$ cat config.mk
export PLATFORM = sky130hd
export DESIGN_NAME = stream_rr_arbiter
export DESIGN_NICKNAME = d
export VERILOG_FILES = /design/src/rtl/stream_arb_pkg.sv /design/src/rtl/rr_priority_select.sv /design/src/rtl/stream_rr_arbiter.sv
export SDC_FILE = /design/constraint.sdc
export NUM_CORES = 1
export LEC_CHECK = 0
export CAP_MARGIN = 20
export CORE_MARGIN = 3
export CORE_UTILIZATION = 38
export CTS_BUF_LIST = sky130_fd_sc_hd__clkbuf_4
export CTS_CLUSTER_DIAMETER = 80
export CTS_CLUSTER_SIZE = 40
export DETAILED_ROUTE_END_ITERATION = 6
export PLACE_DENSITY_LB_ADDON = 0.08
export SYNTH_ARGS = -nofsm -noshare
export SYNTH_HDL_FRONTEND = slang
export SYNTH_HIERARCHICAL = 1
export SYNTH_SLANG_ARGS = --single-unit
export TNS_END_PERCENT = 50
$ cat constraint.sdc
create_clock -name clk_i -period 5.1 [get_ports clk_i]
set_input_delay 1.02 -clock clk_i [delete_from_list [all_inputs] [get_ports clk_i]]
set_output_delay 1.02 -clock clk_i [all_outputs]
set_load 0.01 [all_outputs]
$ cat src/rtl/stream_arb_pkg.sv
// Shared types and default sizing for the round-robin stream arbiter.
package stream_arb_pkg;

    localparam int unsigned NUM_REQ_DEFAULT    = 4;
    localparam int unsigned DATA_WIDTH_DEFAULT = 16;

    typedef enum logic {
        IDLE   = 1'b0,
        LOCKED = 1'b1
    } arb_state_e;

endpackage

$ cat src/rtl/rr_priority_select.sv
// Rotating-priority pick: first asserted request at or after ptr_i, wrapping modulo NumReq.
module rr_priority_select #(
    parameter int unsigned NumReq = 4
) (
    input  logic [NumReq-1:0]         req_i,
    input  logic [$clog2(NumReq)-1:0] ptr_i,
    output logic [NumReq-1:0]         grant_o,
    output logic [$clog2(NumReq)-1:0] idx_o,
    output logic                      any_o
);

    localparam int unsigned IdxW = $clog2(NumReq);

    int unsigned     cand;
    logic [IdxW-1:0] cand_idx;

    always_comb begin
        grant_o  = '0;
        idx_o    = '0;
        any_o    = 1'b0;
        cand     = 0;
        cand_idx = '0;
        for (int unsigned i = 0; i < NumReq; i++) begin
            cand = int'(ptr_i) + i;
            if (cand >= NumReq) begin
                cand = cand - NumReq;
            end
            cand_idx = IdxW'(cand);
            if (!any_o && req_i[cand_idx]) begin
                any_o             = 1'b1;
                idx_o             = cand_idx;
                grant_o[cand_idx] = 1'b1;
            end
        end
    end

endmodule

$ cat src/rtl/stream_rr_arbiter.sv
// Round-robin N:1 stream arbiter with burst locking; zero-latency datapath feeding a fifo.
module stream_rr_arbiter
    import stream_arb_pkg::*;
#(
    parameter int unsigned NumReq    = NUM_REQ_DEFAULT,
    parameter int unsigned Datawidth = DATA_WIDTH_DEFAULT
) (
    input  logic                        clk_i,
    input  logic                        rst_i,
    input  logic [NumReq*Datawidth-1:0] data_in_i,
    input  logic [NumReq-1:0]           data_in_valid_i,
    input  logic [NumReq-1:0]           data_in_last_i,
    output logic [NumReq-1:0]           data_in_ready_o,
    output logic [Datawidth-1:0]        data_out_o,
    output logic                        data_out_last_o,
    output logic                        data_out_valid_o,
    input  logic                        data_out_ready_i,
    output logic [NumReq-1:0]           grant_o,
    output logic                        busy_o
);

    localparam int unsigned IdxW = $clog2(NumReq);

    arb_state_e      state_q, state_d;
    logic [IdxW-1:0] ptr_q, ptr_d;
    logic [IdxW-1:0] grant_q, grant_d;
    logic            hold_q, hold_d;

    logic [NumReq-1:0] rr_grant;
    logic [IdxW-1:0]   rr_idx;
    logic              rr_any;

    logic [NumReq-1:0] sel_onehot;
    logic [IdxW-1:0]   sel_idx;
    logic [IdxW-1:0]   sel_inc;
    logic              sel_any;
    logic              sel_valid;
    logic              xfer;

    rr_priority_select #(
        .NumReq(NumReq)
    ) u_rr_select (
        .req_i  (data_in_valid_i),
        .ptr_i  (ptr_q),
        .grant_o(rr_grant),
        .idx_o  (rr_idx),
        .any_o  (rr_any)
    );

    // A stalled IDLE beat is pinned through grant_q/hold_q so a newly valid,
    // higher-priority requester cannot steal the selection while the fifo is full.
    always_comb begin
        sel_idx    = rr_idx;
        sel_any    = rr_any;
        sel_onehot = rr_grant;
        if (state_q == LOCKED || (hold_q && data_in_valid_i[grant_q])) begin
            sel_idx             = grant_q;
            sel_any             = 1'b1;
            sel_onehot          = '0;
            sel_onehot[grant_q] = 1'b1;
        end
        if (rst_i) begin
            sel_any = 1'b0;
        end
    end

    assign sel_valid        = sel_any & data_in_valid_i[sel_idx];
    assign xfer             = sel_valid & data_out_ready_i;
    assign sel_inc          = (sel_idx == IdxW'(NumReq - 1)) ? '0 : sel_idx + 1'b1;

    assign data_out_o       = data_in_i[32'(sel_idx) * Datawidth +: Datawidth];
    assign data_out_last_o  = data_in_last_i[sel_idx];
    assign data_out_valid_o = sel_valid;
    assign grant_o          = sel_any ? sel_onehot : '0;
    assign data_in_ready_o  = grant_o & {NumReq{data_out_ready_i}};
    assign busy_o           = (state_q == LOCKED) & ~rst_i;

    always_comb begin
        state_d = state_q;
        ptr_d   = ptr_q;
        grant_d = grant_q;
        hold_d  = 1'b0;
        case (state_q)
            IDLE: begin
                if (xfer) begin
                    if (data_out_last_o) begin
                        ptr_d = sel_inc;
                    end else begin
                        state_d = LOCKED;
                        grant_d = sel_idx;
                    end
                end else if (sel_valid) begin
                    hold_d  = 1'b1;
                    grant_d = sel_idx;
                end
            end
            LOCKED: begin
                if (xfer && data_out_last_o) begin
                    state_d = IDLE;
                    ptr_d   = sel_inc;
                end
            end
            default: state_d = IDLE;
        endcase
    end

    always_ff @(posedge clk_i) begin
        if (rst_i) begin
            state_q <= IDLE;
            ptr_q   <= '0;
            grant_q <= '0;
            hold_q  <= 1'b0;
        end else begin
            state_q <= state_d;
            ptr_q   <= ptr_d;
            grant_q <= grant_d;
            hold_q  <= hold_d;
        end
    end

endmodule
==> results of run 1 <==
==> cells in the final DEF (no fill, tap or decap), types with 6 or more instances in the layout <==
| cell type | n |
|---|---|
| clkdlybuf4s50_1 | 80 |
| nand2_1 | 33 |
| buf_4 | 30 |
| a31oi_1 | 18 |
| nor2_1 | 16 |
| a211oi_1 | 14 |
| dlygate4sd2_1 | 14 |
| inv_1 | 13 |
| and2_0 | 13 |
| a22oi_1 | 8 |
| o21ai_0 | 7 |
| nor3_1 | 6 |
| dfxtp_1 | 6 |
| buf_6 | 6 |
==> metal layers <==
layer  vias up  routed length (um)  global-route usage  part of all wire
met3         6                 337              0.0270             0.052
met1      1013                2650               0.276              0.41
li1       1070                   -                   -                 -
met5         -                   0                   0                 0
met4         0                  65              0.0397            0.0099
met2        87                3490               0.425              0.53
==> flip-flops by register name, summed over array words and instances, names as in the netlist <==
| name | count |
|---|---|
| grant_q | 2 |
| ptr_q | 2 |
| hold_q | 1 |
| state_q | 1 |
==> critical path: stages <==
cell             delay, ps
clkdlybuf4s50_1        420
buf_4                  160
mux4_2                 470
buf_4                  180
o21ai_4                160
o31ai_4                120
or2_2                  320
a22o_1                 240
nor2_4                 150
buf_6                  120
mux4_2                 510
inv_2                   80
buf_6                  100
==> stage by stage <==
| step | util | total power, mW | hold WS, ps | instance area, sq um |
|---|---|---|---|---|
| after floorplan | - | 0.572 | 511 | 1580 |
| after global placement | 0.735 | 1.01 | 645 | 2810 |
| after detailed placement | 0.735 | 1.02 | 643 | 2810 |
| after CTS | 0.744 | 1.04 | 654 | 2850 |
| after global routing | 0.792 | 1.24 | 707 | 3030 |
| final | 0.792 | 1.16 | 674 | 3030 |
==> cell type report <==
type / count / area (sq um) / share of cell area
inverters: 14 / 52.6 / 0.0173
well taps: 48 / 60.1 / 0.0198
repair buffers: 140 / 1370 / 0.453
multi-input cells: 183 / 1400 / 0.462
flip-flops and latches: 6 / 120 / 0.0396
clock buffers: 3 / 22.5 / 0.00743
==> timing repair <==
item | in CTS | in global routing
buffers inserted | 0 | 7
pin swaps | 1 | 5
gates resized for setup | 23 | 26
gates cloned | 1 | 3
setup endpoints to repair | 18 | 18
==> final timing paths <==
kind	to	slack (ps)
setup reg to reg	grant_q[1]$_SDFFE_PP0P_	980
hold reg to reg	hold_q$_SDFF_PP0_	670
hold / removal	hold_q$_SDFF_PP0_	670
setup / recovery	data_out_last_o	30
==> cell families (layout without fill, tap and decap cells) <==
group                    count (synthesis)  after routing  share of synthesized area
multiplexers                            17             19                      0.173
AND/OR/NAND/NOR                         87             87                      0.280
XOR/XNOR                                 1              1                    0.00553
adder cells (fa/ha/maj)                  5              5                     0.0395
buffers and inverters                   30            157                     0.0862
AO/OA/AOI/OAI                           71             71                      0.340
flip-flops                               6              6                     0.0759
==> power breakdown <==
group	leakage, nW	internal (mW)	switching, mW	total (mW)
registers	0.0488	0.0553	0.0212	0.0765
logic	1.14	0.551	0.490	1.04
clock network	0.0138	0.0266	0.0162	0.0427
total	1.20	0.632	0.528	1.16
==> key figures, run 1 <==
Outcome
  – Status: finished, final reports clean

GRT
  – Total routing usage reported by global routing: 0.225
  – First-pass GRT wire length: 9280 um
  – Grt total ovfl: 0
  – Initial antenna violation count: 0
  – Largest net degree at the start of global routing: 34
  – Number of global-route vias before repair: around 1900

Run
  – Max Cap Violations: 0

Setup path
  – WP data required: 4080 ps
  – R2r startpoint: ptr_q[1]$_SDFFE_PP0P_
  – Startpoint Class: input port
  – Crit Path Category: input port to output port
  – Depth of the most critical reg-to-reg path: 15
  – Kind of end point of the critical path: output port
  – WP data arrival: 4050 ps
  – Setup crit start: data_in_valid_i[1]
  – Crit-path max FO: 4

Routing
  – DRT iter0 DRCs: around 160
  – Via density per instance: between 5 and 6
  – Via Count: 2176
  – Antenna-violating nets left: 0
  – First-pass iteration count of the detailed router: 4
  – Drt wl/cell: 16.6 um
  – DRC viols: 0
  – Routed WL: between 6000 and 7000 um

Clock network
  – Worst-path clk slew: ~40 ps
  – Hold_buf cts: 0
  – CTS sink cnt: 6
  – Htree depth: 1
  – Maximum root-to-sink buffer count: 2
  – CTS tree: done
  – Worst-skew pair later-pin latency: 240 ps
  – CTS Buf Count: 3
  – Clock Tree Root: clkbuf_4

Yosys
  – Top-count cell post-synth: nand2_1
  – Synth top cells by count: nand2_1, a31oi_1, a211oi_1, nor2_1
  – Post-synthesis async set-or-reset flop share: 0
  – Post-Syn Area per Cell: approximately 7.3 sq um
  – Synth area leader: a211oi_1
  – Yosys warning total: 6
  – Post-Synthesis Cells: 217
  – Synthesized cell area: 0.00158 sq mm
  – Seq/Total Area, Yosys: 0.0759
  – EDFF count, synth: 0
  – Number of synthesized register bits: 6
  – Syn nets: 297
  – Yosys cell types: 47
  – Share of the synthesized area in the top cell type: 0.0806
  – Ys flop type: dfxtp_1
  – Largest cells by area after synthesis: a211oi_1, nand2_1, dfxtp_1

Placed design
  – Gpl congestion: 0.864
  – Port Buf Inserts: 101
  – Placed cell count: 380
  – DP HPWL: 4620 um
  – DP Worst Slack: -275 ps

Timing
  – Minimum clock period: 5070 ps
  – Max Fclk: between 150 and 200 MHz
  – Fin Clk Skew: 2.29 ps
  – Hold Vio Cnt, Final: 0
  – Fin Setup TNS: 0 ps
  – Post-route setup slack: approximately 30 ps
  – Final Cycle Share: 0.994
  – Worst slew margin: 0.619
  – # setup viols final: 0
  – Measured slew at the worst slew-check pin: 570 ps
  – RSZ-0062 raised after global routing: true
  – Slew Viols, Final: 0

Floorplan
  – I/O Pins: 102
  – Initial Utilization: 0.414
  – Row Count: 22
  – Core ar.: 0.00383 sq mm
  – Die height: 70.5 um
  – Die area: 0.00498 sq mm
  – Die Width: 70.5 um

Power
  – P per Cell Area: 383 mW/mm^2
  – Peak supply drop: 294 uV
  – Leakage: ~1.2 nW

Cells and area
  – Layout cells sized above 1: 0.205
  – Final cell count without fillers: around 400
  – Number of inserted diodes: 0
  – Layout net count: 428
  – Fill count: ~290
  – Area added between synthesis and finish: 91.5%

Worst hold path
  – Min-Delay Path Class: register to register
  – Cell depth of the worst min-delay path: 1
  – Beginning of the worst hold path: state_q$_SDFF_PP0_
Note: power is estimated with default switching activity, not from simulation.
==> run 2, diff against run 1 <==
Settings changed: CORE_UTILIZATION 38 to 41.
Clock period 5.1 ns to 5.9 ns, I/O delays scaled along.
==> key figures, run 2 (synthesis results as in run 1) <==
Outcome
  – Status: finished, final reports clean

Clock network
  – Worst-path clk slew: 40 ps
  – Setup repair bufs after CTS: 0
  – CTS sink cnt: 6
  – CTS tree: done
  – Worst-skew pair later-pin latency: 260 ps
  – Maximum root-to-sink buffer count: 2
  – CTS Buf Count: 3
  – Htree depth: 1
  – Clock Tree Root: clkbuf_4
  – Hold_buf cts: 0

Placed design
  – DP HPWL: 4710 um
  – Gpl congestion: 0.777
  – Port Buf Inserts: 101
  – DP Worst Slack: -23.9 ps

Cells and area
  – Layout cells sized above 1: 0.107
  – Most frequent cells in the layout: clkdlybuf4s50_1, nand2_1, a31oi_1, nor2_1, a211oi_1
  – Number of inserted diodes: 0
  – Most common cell after layout, fill and taps aside: clkdlybuf4s50_1
  – Layout net count: 401
  – Area added between synthesis and finish: 71.2%
  – Fin util: 0.770
  – Fill count: 285
  – Biggest regs: grant_q: 2 flops, ptr_q: 2 flops

Setup path
  – Critical path, cell by cell: clkdlybuf4s50_1, buf_4, mux4_2, buf_4, nor4_1, nor2_1, a32o_1, mux2_4, and2_0, a211oi_1, a31oi_1, clkdlybuf4s50_1
  – Crit Path Category: input port to output port
  – Depth of the most critical reg-to-reg path: 12
  – Startpoint Class: input port
  – R2r startpoint: ptr_q[1]$_SDFFE_PP0P_
  – Reg-to-reg slack, setup: between 1500 and 2000 ps
  – Max incr delay on CP: 540 ps
  – Setup crit start: data_in_valid_i[0]
  – Crit-path max FO: 34
  – WP data arrival: 4570 ps
  – Kind of end point of the critical path: output port
  – WP data required: 4720 ps
  – CP max-delay cell: mux4_2

Timing
  – Max Fclk: 174 MHz
  – Hold Vio Cnt, Final: 0
  – Worst slew margin: 0.691
  – Minimum clock period: about 5800 ps
  – Post-route setup slack: 147 ps
  – Fin Clk Skew: 3.50 ps
  – Final Cycle Share: 0.975
  – Measured slew at the worst slew-check pin: 462 ps
  – RSZ-0062 raised after global routing: false
  – # setup viols final: 0
  – Slew Viols, Final: 0

Routing
  – Routed WL: 5770 um
  – First-pass iteration count of the detailed router: 4
  – DRC viols: 0
  – Via Count: 2049
  – Antenna-violating nets left: 0
  – Via density per instance: 5.61
  – DRT iter0 DRCs: 147
  – Drt wl/cell: approximately 16 um

Run
  – Max Cap Violations: 0

Worst hold path
  – Cell depth of the worst min-delay path: 1
  – Beginning of the worst hold path: state_q$_SDFF_PP0_
  – Min-Delay Path Class: register to register

Power
  – Peak supply drop: 141 uV
  – Flop pwr share: 0.074
  – Combinational Power Share: 0.880
  – Share of power burned in the clock network: 0.045
  – Design internal power: 0.470 mW
  – P per Cell Area: 323 mW/mm^2
  – Sw Pwr: a little over 0.4 mW
  – Switching Share: 0.462
  – Leakage: 0.973 nW

Floorplan
  – Row Count: 21
  – Core ar.: 0.00352 sq mm
  – Die area: 0.00464 sq mm
  – Initial Utilization: 0.450
  – Die Width: 68.1 um
  – I/O Pins: 102
  – Die height: 68.1 um

GRT
  – Largest net degree at the start of global routing: 36
  – Grt total ovfl: 0
  – First-pass GRT wire length: 8650 um
  – Initial antenna violation count: 0
  – Total routing usage reported by global routing: 0.244
  – Number of global-route vias before repair: 1963
## run 2: cell count changes in the layout (fill, tap and decap cells not counted), moves of 2 or more
cell	before	now
a211oi_1	14	17
a211oi_2	3	0
buf_4	30	13
buf_6	6	0
clkbuf_16	2	0
clkdlybuf4s50_1	80	100
dlygate4sd2_1	14	0
dlymetal6s2s_1	5	1
## run 2: per-layer routing
layer / part of all wire / global-route usage
met1: 0.39 / 0.268
met3: 0.093 / 0.0805
met4: 0.019 / 0.0819
met5: 0 / 0
met2: 0.50 / 0.438
## run 2: final timing paths
| kind | end |
|---|---|
| max | data_out_o[11] |
| max reg2reg | grant_q[1]$_SDFFE_PP0P_ |
| min | hold_q$_SDFF_PP0_ |
| min reg2reg | hold_q$_SDFF_PP0_ |
## run 2: power groups by stage
stage,sequential (mW),clock [mW],combinational [mW]
after floorplan,0.0561,0,0.438
after global placement,0.0652,0,0.744
after CTS,0.0650,0.0395,0.759
after global routing,0.0666,0.0406,0.833
final,0.0651,0.0395,0.770
after detailed placement,0.0654,0,0.756
## run 2: metrics by stage
step	cells	power [mW]	hold slack, ps	area [sq um]	TNS [ps]
global placement	362	0.809	669	2680	0
global route	365	0.940	724	2710	0
detailed placement	362	0.822	669	2680	-46.2
CTS	365	0.864	677	2700	0
finish	365	0.874	685	2710	0
floorplan	217	0.494	511	1580	0
## run 2: repair_timing
action / 4_1_cts / 5_1_grt
setup endpoints to repair: 2 / 17
endpoints found under the hold margin: 0 / 0
resized for setup: 1 / 4
## run 2: cell type report
type	instances	area [sq um]	share of cell area
inverters	14	52.6	0.0194
multi-input cells	181	1330	0.489
clock buffers	3	22.5	0.00831
repair buffers	115	1130	0.417
flip-flops and latches	6	120	0.0443
well taps	46	57.6	0.0212
## run 2: worst max-delay path: cells and delay by family
family,cells,cell delay (ps)
AOI/OAI and AO/OA,3,530
and+or+nand+nor,3,560
muxes,2,960
buffers and inverters,4,1330
==> RTL change, RTL diff (config.mk and constraints of run 1) <==
Set the package constant `NUM_REQ_DEFAULT` to 8 (it was 4).
--- a/src/rtl/stream_arb_pkg.sv
+++ b/src/rtl/stream_arb_pkg.sv
@@ -1,7 +1,7 @@
 // Shared types and default sizing for the round-robin stream arbiter.
 package stream_arb_pkg;
 
-    localparam int unsigned NUM_REQ_DEFAULT    = 4;
+    localparam int unsigned NUM_REQ_DEFAULT    = 8;
     localparam int unsigned DATA_WIDTH_DEFAULT = 16;
 
     typedef enum logic {
Interface: changed (5 resized); port bits go from 102 to 182. The function was not compared with the original's and may differ.
==> RTL change against run 1 <==
  * The run now ends with negative setup slack left
  * Setup slack got worse by 170 ps
  * Register-to-register slack worse by 550 ps
  * Wire length rose to 2.9 times the old value
  * Total power grew to 5.3 times the old value
  * Global-route usage is 7.8 points higher
  * Cell area is 140% higher
  * Sequential share of layout area shrank 1.7 points
  * Clock power increased by 24%
  * Via count grew to 2.7 times the old value
  * Largest cell class unchanged
  * Synthesized area increased by 140%
  * Fmax is 3.2% lower
  * Highest routed layer unchanged
  * Final cell count rose by 150%
  * Sequential cell count grew 2
==> RTL change: results (changes against run 1) <==
\begin{tabular}{lr}
\hline
Metric & Value \\
\hline
\multicolumn{2}{l}{\textbf{Critical path}} \\
Worst reg-to-reg setup slack & 430 ps (-550 ps) \\
Critical path data arrival time & 4220 ps (+170 ps) \\
Maximum fanout along the worst path & 7 (+3) \\
\multicolumn{2}{l}{\textbf{Synth}} \\
Top area cells in the synthesized netlist & sky130\_fd\_sc\_hd\_\_nand2\_1, sky130\_fd\_sc\_hd\_\_nand3\_1, sky130\_fd\_sc\_hd\_\_mux2i\_1 \\
Post-synthesis compound-gate area fraction & 25.4\% (-8.6 points) \\
Net count after synthesis & 740 (+150\%) \\
\multicolumn{2}{l}{\textbf{Timing}} \\
Post-route worst setup slack & -136 ps (-167 ps) \\
Final Setup Violations & 18 (+18) \\
Max\_slew headroom & 42.5\% (-19 points) \\
\multicolumn{2}{l}{\textbf{Routing}} \\
DRC violation total after the first TritonRoute iteration & 288 (+85\%) \\
1st-pass router iterations & 5 (+1) \\
Metal2 WL & 10,100 µm (+190\%) \\
Sum of routed wire segments on met1 & 6550 µm (+150\%) \\
\multicolumn{2}{l}{\textbf{Clock network}} \\
Clk Latency, worst-skew pair & 260 ps (+20 ps) \\
\multicolumn{2}{l}{\textbf{Pwr}} \\
Power in sequential cells & 159 µW (+110\%) \\
Static leakage power & 0.00309 µW (+160\%) \\
Internal power consumption & 2880 µW (+350\%) \\
Maximum VDD drop & 0.000510 V (+73\%) \\
\multicolumn{2}{l}{\textbf{GRT}} \\
Overall global routing resource usage & 30.3\% (+7.8 points) \\
Antenna violations before repair & 2 (+2) \\
Met1 routing resource usage after global routing & 33.5\% (+5.9 points) \\
\multicolumn{2}{l}{\textbf{Final layout}} \\
Post-route standard cell area excluding fillers & 7190 µm² (+140\%) \\
\multicolumn{2}{l}{\textbf{Run status}} \\
Failing checks & negative setup slack \\
Status & finished, violations left \\
\multicolumn{2}{l}{\textbf{Placement}} \\
Quantity of I/O buffers inserted on ports & 181 (+79\%) \\
\hline
\end{tabular}
RTL change: final timing paths:
path,startpoint,endpoint,cells past startpoint
worst max-delay path,data_in_valid_i[1],data_out_valid_o,19
worst max register to register,ptr_q[0],flop,20
worst min-delay path,ptr_q[2],ptr_q[2],2
worst min register to register,ptr_q[2],ptr_q[2],2
RTL change: timing repair:
action,4_1_cts,5_1_grt
gates cloned,4,3
setup buffers,14,7
pin swaps,33,23
endpoints found under the setup margin,38,34
gates resized for setup,192,67
hold buffers,0,0
RTL change: cell type report:
class,count,area (µm²)
Timing Repair Buffer,310,2970
Tap cell,129,161
Antenna cell,2,5.00
Inverter,14,67.6
Clock buffer,3,22.5
Multi-Input combinational cell,517,3810
Fill cell,745,2270
Sequential cell,8,160
RTL change: metrics by stage:
step	hold WS [ps]	instances	setup WS (ps)
CTS	594	974	-226
global route	626	983	-258
global placement	569	953	-1060
detailed placement	582	953	-1130
finish	586	983	-136
floorplan	482	586	-18.4
